**src/rtl/ascon_decrypt_pkg.sv**
```systemverilog
`default_nettype none
`timescale 1ns/1ps
// +----------------------------------------------------------------------------+
// | ascon_pack : shared types, IV, round-constant helper and FSM encoding for   |
// |              the ASCON-128 decryption engine                                |
// | Revision   : 1.0                                                            |
// +----------------------------------------------------------------------------+
package ascon_pack;

  // Word 0 is the rate word x0.
  typedef logic [4:0][63:0] state_t;

  localparam logic [63:0] c_IV = 64'h80400c0600000000;

  typedef enum logic [2:0] {
    ST_IDLE  = 3'd0,
    ST_INIT  = 3'd1,
    ST_AD    = 3'd2,
    ST_WAIT  = 3'd3,
    ST_DATA  = 3'd4,
    ST_FINAL = 3'd5,
    ST_DONE  = 3'd6
  } dec_state_e;

  // 0xf0 - r*0x0f equals {~r, r} in nibbles for r = 0..11.
  function automatic logic [7:0] round_const(input logic [3:0] r);
    return {4'hf - r, r};
  endfunction

  function automatic logic [63:0] rotr(input logic [63:0] v, input int unsigned n);
    return (v >> n) | (v << (64 - n));
  endfunction

endpackage
`default_nettype wire

```
**src/rtl/ascon_decrypt_if.sv**
```systemverilog
`default_nettype none
`timescale 1ns/1ps
// +----------------------------------------------------------------------------+
// | ascon_decrypt_if : message/handshake bundle of the ASCON-128 decryptor      |
// | Revision         : 1.0                                                      |
// +----------------------------------------------------------------------------+
interface ascon_decrypt_if;
  logic         start_i;
  logic [127:0] key_i;
  logic [127:0] nonce_i;
  logic [63:0]  ad_i;
  logic [127:0] tag_i;
  logic [63:0]  data_i;
  logic         data_valid_i;
  logic         ready_o;
  logic [63:0]  plain_o;
  logic         plain_valid_o;
  logic [127:0] tag_o;
  logic         auth_ok_o;
  logic         end_o;
  logic         busy_o;

  modport master (
    output start_i, key_i, nonce_i, ad_i, tag_i, data_i, data_valid_i,
    input  ready_o, plain_o, plain_valid_o, tag_o, auth_ok_o, end_o, busy_o
  );

  modport slave (
    input  start_i, key_i, nonce_i, ad_i, tag_i, data_i, data_valid_i,
    output ready_o, plain_o, plain_valid_o, tag_o, auth_ok_o, end_o, busy_o
  );
endinterface
`default_nettype wire

```
**src/rtl/ascon_round.sv**
```systemverilog
`default_nettype none
`timescale 1ns/1ps
// +----------------------------------------------------------------------------+
// | ascon_round : one combinational ASCON round (constant, S-box, diffusion)    |
// | Revision    : 1.0                                                           |
// +----------------------------------------------------------------------------+
module ascon_round
  import ascon_pack::*;
(
  input  state_t     i_x,
  input  logic [3:0] i_rnd,
  output state_t     o_x
);

  logic [63:0] w_a0, w_a1, w_a2, w_a3, w_a4;
  logic [63:0] w_b0, w_b1, w_b2, w_b3, w_b4;
  logic [63:0] w_s0, w_s1, w_s2, w_s3, w_s4;

  // Constant addition folded into the S-box input mixing.
  assign w_a0 = i_x[0] ^ i_x[4];
  assign w_a1 = i_x[1];
  assign w_a2 = i_x[2] ^ {56'h0, round_const(i_rnd)} ^ i_x[1];
  assign w_a3 = i_x[3];
  assign w_a4 = i_x[4] ^ i_x[3];

  assign w_b0 = w_a0 ^ (~w_a1 & w_a2);
  assign w_b1 = w_a1 ^ (~w_a2 & w_a3);
  assign w_b2 = w_a2 ^ (~w_a3 & w_a4);
  assign w_b3 = w_a3 ^ (~w_a4 & w_a0);
  assign w_b4 = w_a4 ^ (~w_a0 & w_a1);

  assign w_s0 = w_b0 ^ w_b4;
  assign w_s1 = w_b1 ^ w_b0;
  assign w_s2 = ~w_b2;
  assign w_s3 = w_b3 ^ w_b2;
  assign w_s4 = w_b4;

  assign o_x[0] = w_s0 ^ rotr(w_s0, 19) ^ rotr(w_s0, 28);
  assign o_x[1] = w_s1 ^ rotr(w_s1, 61) ^ rotr(w_s1, 39);
  assign o_x[2] = w_s2 ^ rotr(w_s2, 1)  ^ rotr(w_s2, 6);
  assign o_x[3] = w_s3 ^ rotr(w_s3, 10) ^ rotr(w_s3, 17);
  assign o_x[4] = w_s4 ^ rotr(w_s4, 7)  ^ rotr(w_s4, 41);

endmodule
`default_nettype wire

```
**src/rtl/ascon_decrypt.sv**
```systemverilog
`default_nettype none
`timescale 1ns/1ps
// +----------------------------------------------------------------------------+
// | ascon_decrypt : iterative ASCON-128 authenticated decryption engine         |
// |                 ASCON_DEC_ROUND2_EN cascades two rounds per clock           |
// | Revision      : 1.0                                                         |
// +----------------------------------------------------------------------------+
module ascon_decrypt
  import ascon_pack::*;
#(
  parameter int N_BLOCKS = 4
)
(
  input  logic           clock_i,
  input  logic           resetb_i,
  ascon_decrypt_if.slave bus
);

  localparam int                 c_BLK_W    = $clog2(N_BLOCKS + 1);
  localparam logic [c_BLK_W-1:0] c_BLK_LAST = c_BLK_W'(N_BLOCKS);
`ifdef ASCON_DEC_ROUND2_EN
  localparam logic [3:0]         c_STEP     = 4'd2;
`else
  localparam logic [3:0]         c_STEP     = 4'd1;
`endif

  dec_state_e         r_state;
  dec_state_e         w_state_nxt;
  state_t             r_x;
  state_t             w_perm;
  logic [127:0]       r_key;
  logic [127:0]       r_tag_exp;
  logic [63:0]        r_ad;
  logic [3:0]         r_rnd;
  logic [c_BLK_W-1:0] r_blk;
  logic [63:0]        r_plain;
  logic               r_plain_valid;
  logic [127:0]       r_tag;
  logic               r_auth_ok;

  logic               w_in_rounds;
  logic               w_long_phase;
  logic [3:0]         w_rnd_last;
  logic               w_last;
  logic [3:0]         w_ridx;
  logic               w_accept;
  logic               w_msg_done;
  logic [127:0]       w_tag;

  assign w_in_rounds  = (r_state == ST_INIT) || (r_state == ST_AD) ||
                        (r_state == ST_DATA) || (r_state == ST_FINAL);
  assign w_long_phase = (r_state == ST_INIT) || (r_state == ST_FINAL);
  assign w_rnd_last   = w_long_phase ? (4'd12 - c_STEP) : (4'd6 - c_STEP);
  assign w_last       = (r_rnd == w_rnd_last);
  // Six-round phases run the tail of the schedule, rounds 6..11.
  assign w_ridx       = w_long_phase ? r_rnd : (r_rnd + 4'd6);
  assign w_accept     = (r_state == ST_WAIT) && bus.data_valid_i;
  assign w_msg_done   = (r_blk == c_BLK_LAST);
  assign w_tag        = {w_perm[3], w_perm[4]} ^ r_key;

`ifdef ASCON_DEC_ROUND2_EN
  state_t w_mid;
  ascon_round u_round0 (.i_x(r_x),   .i_rnd(w_ridx),         .o_x(w_mid));
  ascon_round u_round1 (.i_x(w_mid), .i_rnd(w_ridx + 4'd1), .o_x(w_perm));
`else
  ascon_round u_round0 (.i_x(r_x),   .i_rnd(w_ridx),         .o_x(w_perm));
`endif

  always_ff @(posedge clock_i or negedge resetb_i) begin
    if (!resetb_i) r_state <= ST_IDLE;
    else           r_state <= w_state_nxt;
  end

  always_comb begin
    w_state_nxt = r_state;
    case (r_state)
      ST_IDLE:  if (bus.start_i) w_state_nxt = ST_INIT;
      ST_INIT:  if (w_last)      w_state_nxt = ST_AD;
      ST_AD:    if (w_last)      w_state_nxt = ST_WAIT;
      ST_WAIT:  if (w_accept)    w_state_nxt = ST_DATA;
      ST_DATA:  if (w_last)      w_state_nxt = w_msg_done ? ST_FINAL : ST_WAIT;
      ST_FINAL: if (w_last)      w_state_nxt = ST_DONE;
      ST_DONE:                   w_state_nxt = ST_IDLE;
      default:                   w_state_nxt = ST_IDLE;
    endcase
  end

  always_ff @(posedge clock_i or negedge resetb_i) begin
    if (!resetb_i) begin
      r_x           <= '0;
      r_key         <= '0;
      r_tag_exp     <= '0;
      r_ad          <= '0;
      r_rnd         <= '0;
      r_blk         <= '0;
      r_plain       <= '0;
      r_plain_valid <= 1'b0;
      r_tag         <= '0;
      r_auth_ok     <= 1'b0;
    end else begin
      r_plain_valid <= 1'b0;
      if (w_in_rounds) r_rnd <= w_last ? 4'd0 : (r_rnd + c_STEP);
      else             r_rnd <= 4'd0;

      case (r_state)
        ST_IDLE: if (bus.start_i) begin
          r_x[0]    <= c_IV;
          r_x[1]    <= bus.key_i[127:64];
          r_x[2]    <= bus.key_i[63:0];
          r_x[3]    <= bus.nonce_i[127:64];
          r_x[4]    <= bus.nonce_i[63:0];
          r_key     <= bus.key_i;
          r_tag_exp <= bus.tag_i;
          r_ad      <= bus.ad_i;
          r_auth_ok <= 1'b0;
          r_blk     <= '0;
        end
        ST_INIT: begin
          r_x <= w_perm;
          if (w_last) begin
            r_x[0] <= w_perm[0] ^ r_ad;
            r_x[3] <= w_perm[3] ^ r_key[127:64];
            r_x[4] <= w_perm[4] ^ r_key[63:0];
          end
        end
        ST_AD: begin
          r_x <= w_perm;
          if (w_last) r_x[4] <= w_perm[4] ^ 64'd1;
        end
        ST_WAIT: if (w_accept) begin
          r_plain       <= r_x[0] ^ bus.data_i;
          r_x[0]        <= bus.data_i;
          r_blk         <= r_blk + c_BLK_W'(1);
          r_plain_valid <= 1'b1;
        end
        ST_DATA: begin
          r_x <= w_perm;
          // Whole-block messages end with an empty padded block, merged with key injection.
          if (w_last && w_msg_done) begin
            r_x[0] <= w_perm[0] ^ 64'h8000000000000000;
            r_x[1] <= w_perm[1] ^ r_key[127:64];
            r_x[2] <= w_perm[2] ^ r_key[63:0];
          end
        end
        ST_FINAL: begin
          r_x <= w_perm;
          if (w_last) begin
            r_tag     <= w_tag;
            r_auth_ok <= (w_tag == r_tag_exp);
          end
        end
        default: ;
      endcase
    end
  end

  assign bus.ready_o       = (r_state == ST_WAIT);
  assign bus.busy_o        = (r_state != ST_IDLE);
  assign bus.end_o         = (r_state == ST_DONE);
  assign bus.plain_o       = r_plain;
  assign bus.plain_valid_o = r_plain_valid;
  assign bus.tag_o         = r_tag;
  assign bus.auth_ok_o     = r_auth_ok;

endmodule
`default_nettype wire

```
**src/flat_wrapper.sv**
```systemverilog
// flat-port wrapper written by rule: the top's interface ports become plain ports
module ascon_decrypt_flat import ascon_pack::*;
#(
  parameter int N_BLOCKS = 4
)
  (clock_i, resetb_i, bus_start_i, bus_key_i, bus_nonce_i, bus_ad_i, bus_tag_i, bus_data_i, bus_data_valid_i, bus_ready_o, bus_plain_o, bus_plain_valid_o, bus_tag_o, bus_auth_ok_o, bus_end_o, bus_busy_o);
  ascon_decrypt_if bus_i ();
  input  logic clock_i;
  input  logic resetb_i;
  input wire logic [$bits(bus_i.start_i)-1:0] bus_start_i;
  input wire logic [$bits(bus_i.key_i)-1:0] bus_key_i;
  input wire logic [$bits(bus_i.nonce_i)-1:0] bus_nonce_i;
  input wire logic [$bits(bus_i.ad_i)-1:0] bus_ad_i;
  input wire logic [$bits(bus_i.tag_i)-1:0] bus_tag_i;
  input wire logic [$bits(bus_i.data_i)-1:0] bus_data_i;
  input wire logic [$bits(bus_i.data_valid_i)-1:0] bus_data_valid_i;
  output wire logic [$bits(bus_i.ready_o)-1:0] bus_ready_o;
  output wire logic [$bits(bus_i.plain_o)-1:0] bus_plain_o;
  output wire logic [$bits(bus_i.plain_valid_o)-1:0] bus_plain_valid_o;
  output wire logic [$bits(bus_i.tag_o)-1:0] bus_tag_o;
  output wire logic [$bits(bus_i.auth_ok_o)-1:0] bus_auth_ok_o;
  output wire logic [$bits(bus_i.end_o)-1:0] bus_end_o;
  output wire logic [$bits(bus_i.busy_o)-1:0] bus_busy_o;
  assign bus_i.start_i = bus_start_i;
  assign bus_i.key_i = bus_key_i;
  assign bus_i.nonce_i = bus_nonce_i;
  assign bus_i.ad_i = bus_ad_i;
  assign bus_i.tag_i = bus_tag_i;
  assign bus_i.data_i = bus_data_i;
  assign bus_i.data_valid_i = bus_data_valid_i;
  assign bus_ready_o = bus_i.ready_o;
  assign bus_plain_o = bus_i.plain_o;
  assign bus_plain_valid_o = bus_i.plain_valid_o;
  assign bus_tag_o = bus_i.tag_o;
  assign bus_auth_ok_o = bus_i.auth_ok_o;
  assign bus_end_o = bus_i.end_o;
  assign bus_busy_o = bus_i.busy_o;
  ascon_decrypt #(.N_BLOCKS(N_BLOCKS)) u_core (.clock_i(clock_i), .resetb_i(resetb_i), .bus(bus_i));
endmodule
```
**config.mk**
```make
export PLATFORM = sky130hd
export DESIGN_NAME = ascon_decrypt_flat
export DESIGN_NICKNAME = d
export VERILOG_FILES = /design/src/rtl/ascon_decrypt_pkg.sv /design/src/rtl/ascon_decrypt_if.sv /design/src/rtl/ascon_round.sv /design/src/rtl/ascon_decrypt.sv /design/src/flat_wrapper.sv
export SDC_FILE = /design/constraint.sdc
export NUM_CORES = 2
export LEC_CHECK = 0
export ABC_CLOCK_PERIOD_IN_PS = 6200
export CAP_MARGIN = 20
export CORE_MARGIN = 2
export CORE_UTILIZATION = 26
export CTS_CLUSTER_DIAMETER = 80
export CTS_CLUSTER_SIZE = 10
export DETAILED_ROUTE_END_ITERATION = 12
export PLACE_DENSITY = 0.49
export SLEW_MARGIN = 25
export SYNTH_ARGS = -nofsm -noshare
export SYNTH_HDL_FRONTEND = slang
export SYNTH_SLANG_ARGS = --single-unit
```
**constraint.sdc**
```tcl
create_clock -name clock_i -period 6.2 [get_ports clock_i]
set_input_delay 0.62 -clock clock_i [delete_from_list [all_inputs] [get_ports clock_i]]
set_output_delay 0.62 -clock clock_i [all_outputs]
set_load 0.01 [all_outputs]
```
### Yosys cells after proc, flatten, opt, wreduce, memory -nomap -nowiden

Index checks and enable logic that the tools add are counted.

| word-level totals | value |
|---|---|
| flip-flop bits (word level) | 844 |
| logic and storage cells | 135 |
| input port bits | 516 |
| output and inout port bits | 197 |

| cells by class | value |
|---|---|
| muxes and demuxes | 28 |
| $add $sub $neg | 4 |
| eq/ne operators | 15 |
| reduce and logical (&&, ||, !) cells | 21 |
| bitwise gates (word level) | 52 |

Operator list:

| kind | number |
|---|---|
| $xor 64x64->64 | 27 |
| $pmux 256 s5 | 1 |
| $not 64->64 | 6 |
| $and 64x64->64 | 5 |
| $mux 320 | 1 |
| $pmux 64 s5 | 1 |
| $mux 192 | 1 |
| $eq 128x128->1 | 1 |
| $mux 128 | 1 |
| $mux 64 | 2 |
| $xor 128x128->128 | 1 |
| $or 23x64->64 | 1 |
| $or 25x64->64 | 1 |
| $or 3x64->64 | 1 |
| $or 36x64->64 | 1 |
| $or 45x64->64 | 1 |
| $or 47x64->64 | 1 |
| $or 54x64->64 | 1 |
| $or 57x64->64 | 1 |
| $or 58x64->64 | 1 |
| $or 63x64->64 | 1 |
| $xor 64x8->64 | 1 |
| $mux 3 | 9 |
| $pmux 3 s6 | 1 |
| 25 further kinds | 52 |

### Depth between registers and ports, before layout

| logic depth | value |
|---|---|
| depth in word-level cells | 16 |
| gate-level depth with buffers | 16 |
| gate-level depth less buffers | 16 |

### Cells and area by module

Synthesis repeated with hierarchy kept, for this count alone.

| second synthesis, totals | value |
|---|---|
| cell total of the unflattened synthesis | 7,157 |
| area, all modules | 63,111.8 µm² |

Modules (own cells, without submodules):

| module | area each (µm²) | sequential area each (µm²) | instances | cells an instance |
|---|---|---|---|---|
| ascon_decrypt | 46,414.5 | 21,120.3 | 1 | 5,550 |
| ascon_round | 16,697.3 | 0.0 | 1 | 1,607 |

### Worst setup path before layout

Ideal clock, no wire load.

| timing | value |
|---|---|
| kind | register -> register |
| start point | reg u_core.r_rnd[1] |
| end point | reg u_core.r_auth_ok, in the netlist u_core.bus.auth_ok_o |
| required time | 6,133 ps |
| setup time | 67 ps |
| cell stages (with the launch flop) | 16 |
| arrival time | 3,968 ps |
| period minus slack after synthesis | 4,035 ps |
| setup slack | 2,165 ps |
| buffers on the path | 0 |
| cell sequence | dfrtp_1 inv_1 ha_1 o21ai_1 xor2_1 ha_1 xnor2_2 xnor2_4 xnor2_1 xnor2_1 mux2_2 o221ai_1 or4_1 or4_1 nor4_2 a32o_1 |

| on the way | value |
|---|---|
| cells in the longest elaborated chain, start to end | 14 |
| elaborated cells on any way between the ends | 18 |
| those cells by class | add/sub: 2; eq/ne: 3; mux: 3; bitwise: 9; reduce/logical: 1 |

RTL lines:

| element | RTL line | text |
|---|---|---|
| from (decl) | ascon_decrypt.sv:34 | `logic [3:0] r_rnd;` |
| from (signal assigned) | ascon_decrypt.sv:102 | `if (w_in_rounds) r_rnd <= w_last ? 4'd0 : (r_rnd + c_STEP);` |
| $add 4x3->4 | ascon_decrypt.sv:56 | `assign w_ridx = w_long_phase ? r_rnd : (r_rnd + 4'd6);` |
| $mux 4 | ascon_decrypt.sv:56 |  |
| $sub 4x4->4 | ascon_decrypt_pkg.sv:27 | `return {4'hf - r, r};` |
| $xor 64x8->64 | ascon_round.sv:22 | `assign w_a2 = i_x[2] ^ {56'h0, round_const(i_rnd)} ^ i_x[1];` |
| $xor 64x64->64 | ascon_round.sv:22 |  |
| $xor 64x64->64 | ascon_round.sv:28 | `assign w_b2 = w_a2 ^ (~w_a3 & w_a4);` |
| $xor 64x64->64 | ascon_round.sv:35 | `assign w_s3 = w_b3 ^ w_b2;` |
| $or 54x64->64 | ascon_decrypt_pkg.sv:31 | `return (v >> n) \| (v << (64 - n));` |
| $xor 64x64->64 (2 in series) | ascon_round.sv:41 | `assign o_x[3] = w_s3 ^ rotr(w_s3, 10) ^ rotr(w_s3, 17);` |
| $xor 128x128->128 | ascon_decrypt.sv:59 | `assign w_tag = {w_perm[3], w_perm[4]} ^ r_key;` |
| $eq 128x128->1 | ascon_decrypt.sv:149 | `r_auth_ok <= (w_tag == r_tag_exp);` |
| $mux 1 | ascon_decrypt.sv:147 | `if (w_last) begin` |
| $pmux 1 s2 | ascon_decrypt.sv:105 | `case (r_state)` |
| to (signal assigned) | ascon_decrypt.sv:149 |  |
| to (decl) | ascon_decrypt.sv:39 | `logic r_auth_ok;` |

Parallel ways exist; a longest one is shown, timed or not. The select of a mux whose other input is x is not followed.
A chain may end at the register's enable or synchronous reset.

### Worst setup path in the final report

| timing | value |
|---|---|
| start point | reg u_core.r_rnd[0] |
| end point | reg u_core.r_auth_ok, in the netlist u_core.bus.auth_ok_o |

The elaborated chain is that of the path after synthesis.

==> flow_summary.yaml <==
run:
  maxCapViolCount: 0
drt:
  drc_errors: 0
  routed_wl_um: 430300
  routedWlPerCell_um: 39.06
  drt_iter0_drc: 8703
  ant_nets: 0
  drt_pass1_iterations: 6
  drt-vias-per-instance: 5.611
  num_vias: 61811
finish:
  multi_input_area_um2: 37290
  area_delta_synth_final_pct: 26.81
  drive_gt1_frac: 0.08763
  area.sequential_um2: 21120
  fin_nets: 8585
  nFillCells: 24054
die:
  start_util: 0.2614
  core-area_um2: 229700
  dieArea_um2: 234800
  die_y_um: 484.5
  ios: 713
  die_w_um: 484.5
  num_rows: 176
setup_path:
  cp_max_fo: 8
  crit_path_start_kind: "flip-flop"
  path_class: "reg -> reg"
  critPathArrivalTime_ns: 6.24
  setup.worst_path.start: "u_core.r_rnd[0]$_DFF_PN0_"
  required_ns: 6.92
  endpoint_kind: "flip-flop"
  reg2reg_from: "u_core.r_rnd[0]$_DFF_PN0_"
synth:
  synth_edf_count: 0
  ys_types: 90
  ys_seq_area_frac: 0.3518
  syn_area_per_cell_um2: 8.314
  synth_fp_nets: 7870
  yosysWarningCount: 0
  synthCells: 7221
  synth-main-ff-cell: "dfrtp_1"
  synthArstFlopShare: 1.000
  ys_seq_elements: 844
  syn_area_um2: 60040
sta:
  relSlewSlack: 0.1169
  hold_viol: 0
  finClkSkew_ns: 0.03691
  final_max_slew_viol_count: 0
  final.setup.tns_ns: 0
  fin_crit_sh: 0.8903
  fmax_mhz: 181.2
  period_minus_slack_ns: 5.520
  setup_violations: 0
  worst_slew_pin_slew_ns: 1.320
  rsz0062_at_grt: "no"
clocking:
  cts_sinks: 844
  cts.clk_slew.worst_paths_ns: 0.06
  holdBufCountCts: 1
  cts_tree: "built"
  ctsResizeCount: 0
  post_cts_buffers: 0
  worstSkewPairLatency_ns: 0.82
  clockBufferDepth: 3
  cts_made_buffers: 109
  h-tree-depth: 3
  clockRootBuffer: "clkbuf_16"
worst_hold_path:
  worstHoldStart: "bus_ad_i[30]"
  hold_class: "in -> reg"
global_routing:
  grt_pass1_wl_um: 559900
  groute.usage.overall: 0.3557
  grt_max_degree: 189
  grt_overflow: 0
  first_global_vias: 57872
  antenna_found_initial: 41
placed_design:
  gp_congestion: 1.100
  dpl.hpwl_um: 347000
  io_buffers: 712
status:
  status: "complete, no violations"
==> flip-flops by register name, indices dropped and copies added, names as in the netlist <==
| name | count |
|---|---|
| u_core.bus.auth_ok_o | 1 |
| u_core.bus.plain_o | 64 |
| u_core.bus.plain_valid_o | 1 |
| u_core.bus.tag_o | 128 |
| u_core.r_ad | 64 |
| u_core.r_blk | 3 |
| u_core.r_key | 128 |
| u_core.r_rnd | 4 |
| u_core.r_state | 3 |
| u_core.r_tag_exp | 128 |
| u_core.r_x | 320 |
==> cells by family after synthesis <==
| logic type | count (synthesis) | synth area share |
|---|---|---|
| and+or+nand+nor | 2570 | 0.1817 |
| AOI/OAI and AO/OA | 1689 | 0.1725 |
| muxes | 27 | 0.004835 |
| DFF | 844 | 0.3518 |
| buffers and inverters | 618 | 0.03947 |
| adders and majority gates | 139 | 0.02874 |
| xor gates and xnor gates | 1334 | 0.2210 |
==> per-stage QoR <==
step                      setup slack [ns]  hold WS (ns)  cell area (µm²)    util  std cells
after floorplan                      2.165        0.3244            60040       -       7221
after global placement              0.7283        0.4620            72560  0.3159      10847
after detailed placement             1.021        0.4681            72800  0.3170      10848
after CTS                           0.9610        0.3056            75990  0.3309      11001
after global routing                0.7296        0.3401            76100  0.3313      11003
final                               0.6800        0.3550            76130  0.3315      11016
==> worst max-delay path, cell delays in order, from the launching register on <==
cell	delay, ns
dfrtp_1	0.56
xor2_1	0.42
ha_1	0.33
xnor2_1	0.13
buf_4	0.21
xnor2_1	0.78
xnor2_1	0.45
a32oi_1	0.45
o311ai_0	0.21
or4_1	0.62
nor4_1	0.53
nand4_1	0.22
nor4_2	0.33
a32o_1	0.18
==> cells in the mapped netlist, types with 34 or more instances <==
| library cell | count | share of area |
|---|---|---|
| a211oi_1 | 38 | 0.0048 |
| a21oi_1 | 552 | 0.046 |
| a311oi_1 | 34 | 0.0050 |
| a32oi_1 | 92 | 0.013 |
| and3_1 | 63 | 0.0066 |
| and4_1 | 65 | 0.0095 |
| clkbuf_1 | 408 | 0.026 |
| dfrtp_1 | 844 | 0.35 |
| ha_1 | 133 | 0.028 |
| inv_1 | 161 | 0.010 |
| nand2_1 | 1687 | 0.11 |
| nand3_1 | 46 | 0.0038 |
| nor2_1 | 456 | 0.029 |
| nor3_1 | 56 | 0.0047 |
| o21a_1 | 77 | 0.0096 |
| o21ai_0 | 546 | 0.046 |
| o221ai_1 | 75 | 0.011 |
| o41ai_1 | 46 | 0.0067 |
| xnor2_1 | 732 | 0.11 |
| xnor2_2 | 35 | 0.0095 |
| xnor3_1 | 57 | 0.021 |
| xor2_1 | 465 | 0.068 |
==> cell type report <==
| cell class | instances | share of cell area |
|---|---|---|
| well taps | 3026 | 0.04973 |
| repair buffers | 1057 | 0.1326 |
| flip-flops and latches | 844 | 0.2774 |
| multi-input cells | 5759 | 0.4899 |
| diodes | 13 | 0.0004273 |
| clock inverters | 32 | 0.004421 |
| inverters | 165 | 0.008168 |
| clock buffers | 120 | 0.03729 |
==> worst paths after layout <==
path / end / slack, ns / cells after the start
worst max-delay path: u_core.bus.auth_ok_o$_DFFE_PN0P_ / 0.68 / 13
worst min-delay path: u_core.r_ad[30]$_DFFE_PN0P_ / 0.36 / 3
worst max register to register: u_core.bus.auth_ok_o$_DFFE_PN0P_ / 0.68 / 13
worst min register to register: u_core.bus.tag_o[104]$_DFFE_PN0P_ / 0.48 / 2
max in group asynchronous: u_core.r_key[21]$_DFFE_PN0P_ / 4.18 / 4
min in group asynchronous: u_core.bus.tag_o[119]$_DFFE_PN0P_ / 0.45 / 2
==> layout by cell type (no fill, tap or decap), drive strengths merged, types with 16 or more instances in the layout <==
| cell | instances |
|---|---|
| nand2 | 1691 |
| dfrtp | 844 |
| xnor2 | 769 |
| clkdlybuf4s50 | 711 |
| o21ai | 554 |
| a21oi | 553 |
| xor2 | 492 |
| nor2 | 456 |
| buf | 345 |
| inv | 179 |
| ha | 133 |
| clkbuf | 120 |
| a32oi | 92 |
| o21a | 77 |
| o221ai | 75 |
| and4 | 65 |
| and3 | 63 |
| xnor3 | 58 |
| nor3 | 56 |
| o41ai | 46 |
| nand3 | 46 |
| a211oi | 38 |
| a311oi | 34 |
| nor2b | 31 |
| a31oi | 29 |
| o21bai | 22 |
| nand4 | 21 |
| nand2b | 21 |
| nor4 | 20 |
| a22oi | 19 |
| a2111oi | 19 |
| nand3b | 18 |
| nor3b | 16 |
| mux2 | 16 |
==> per-layer routing <==
metal / global-route usage / vias up / wire, µm
met4: 0.2169 / 32 / 32300
met2: 0.5026 / 3881 / 172600
met1: 0.4874 / 31168 / 183100
li1: - / 25925 / -
met3: 0.08309 / 805 / 42020
met5: 0 / - / 210
Power is not shown: default switching activity piles up to over one toggle a cycle in this logic, so the estimate is an artifact.
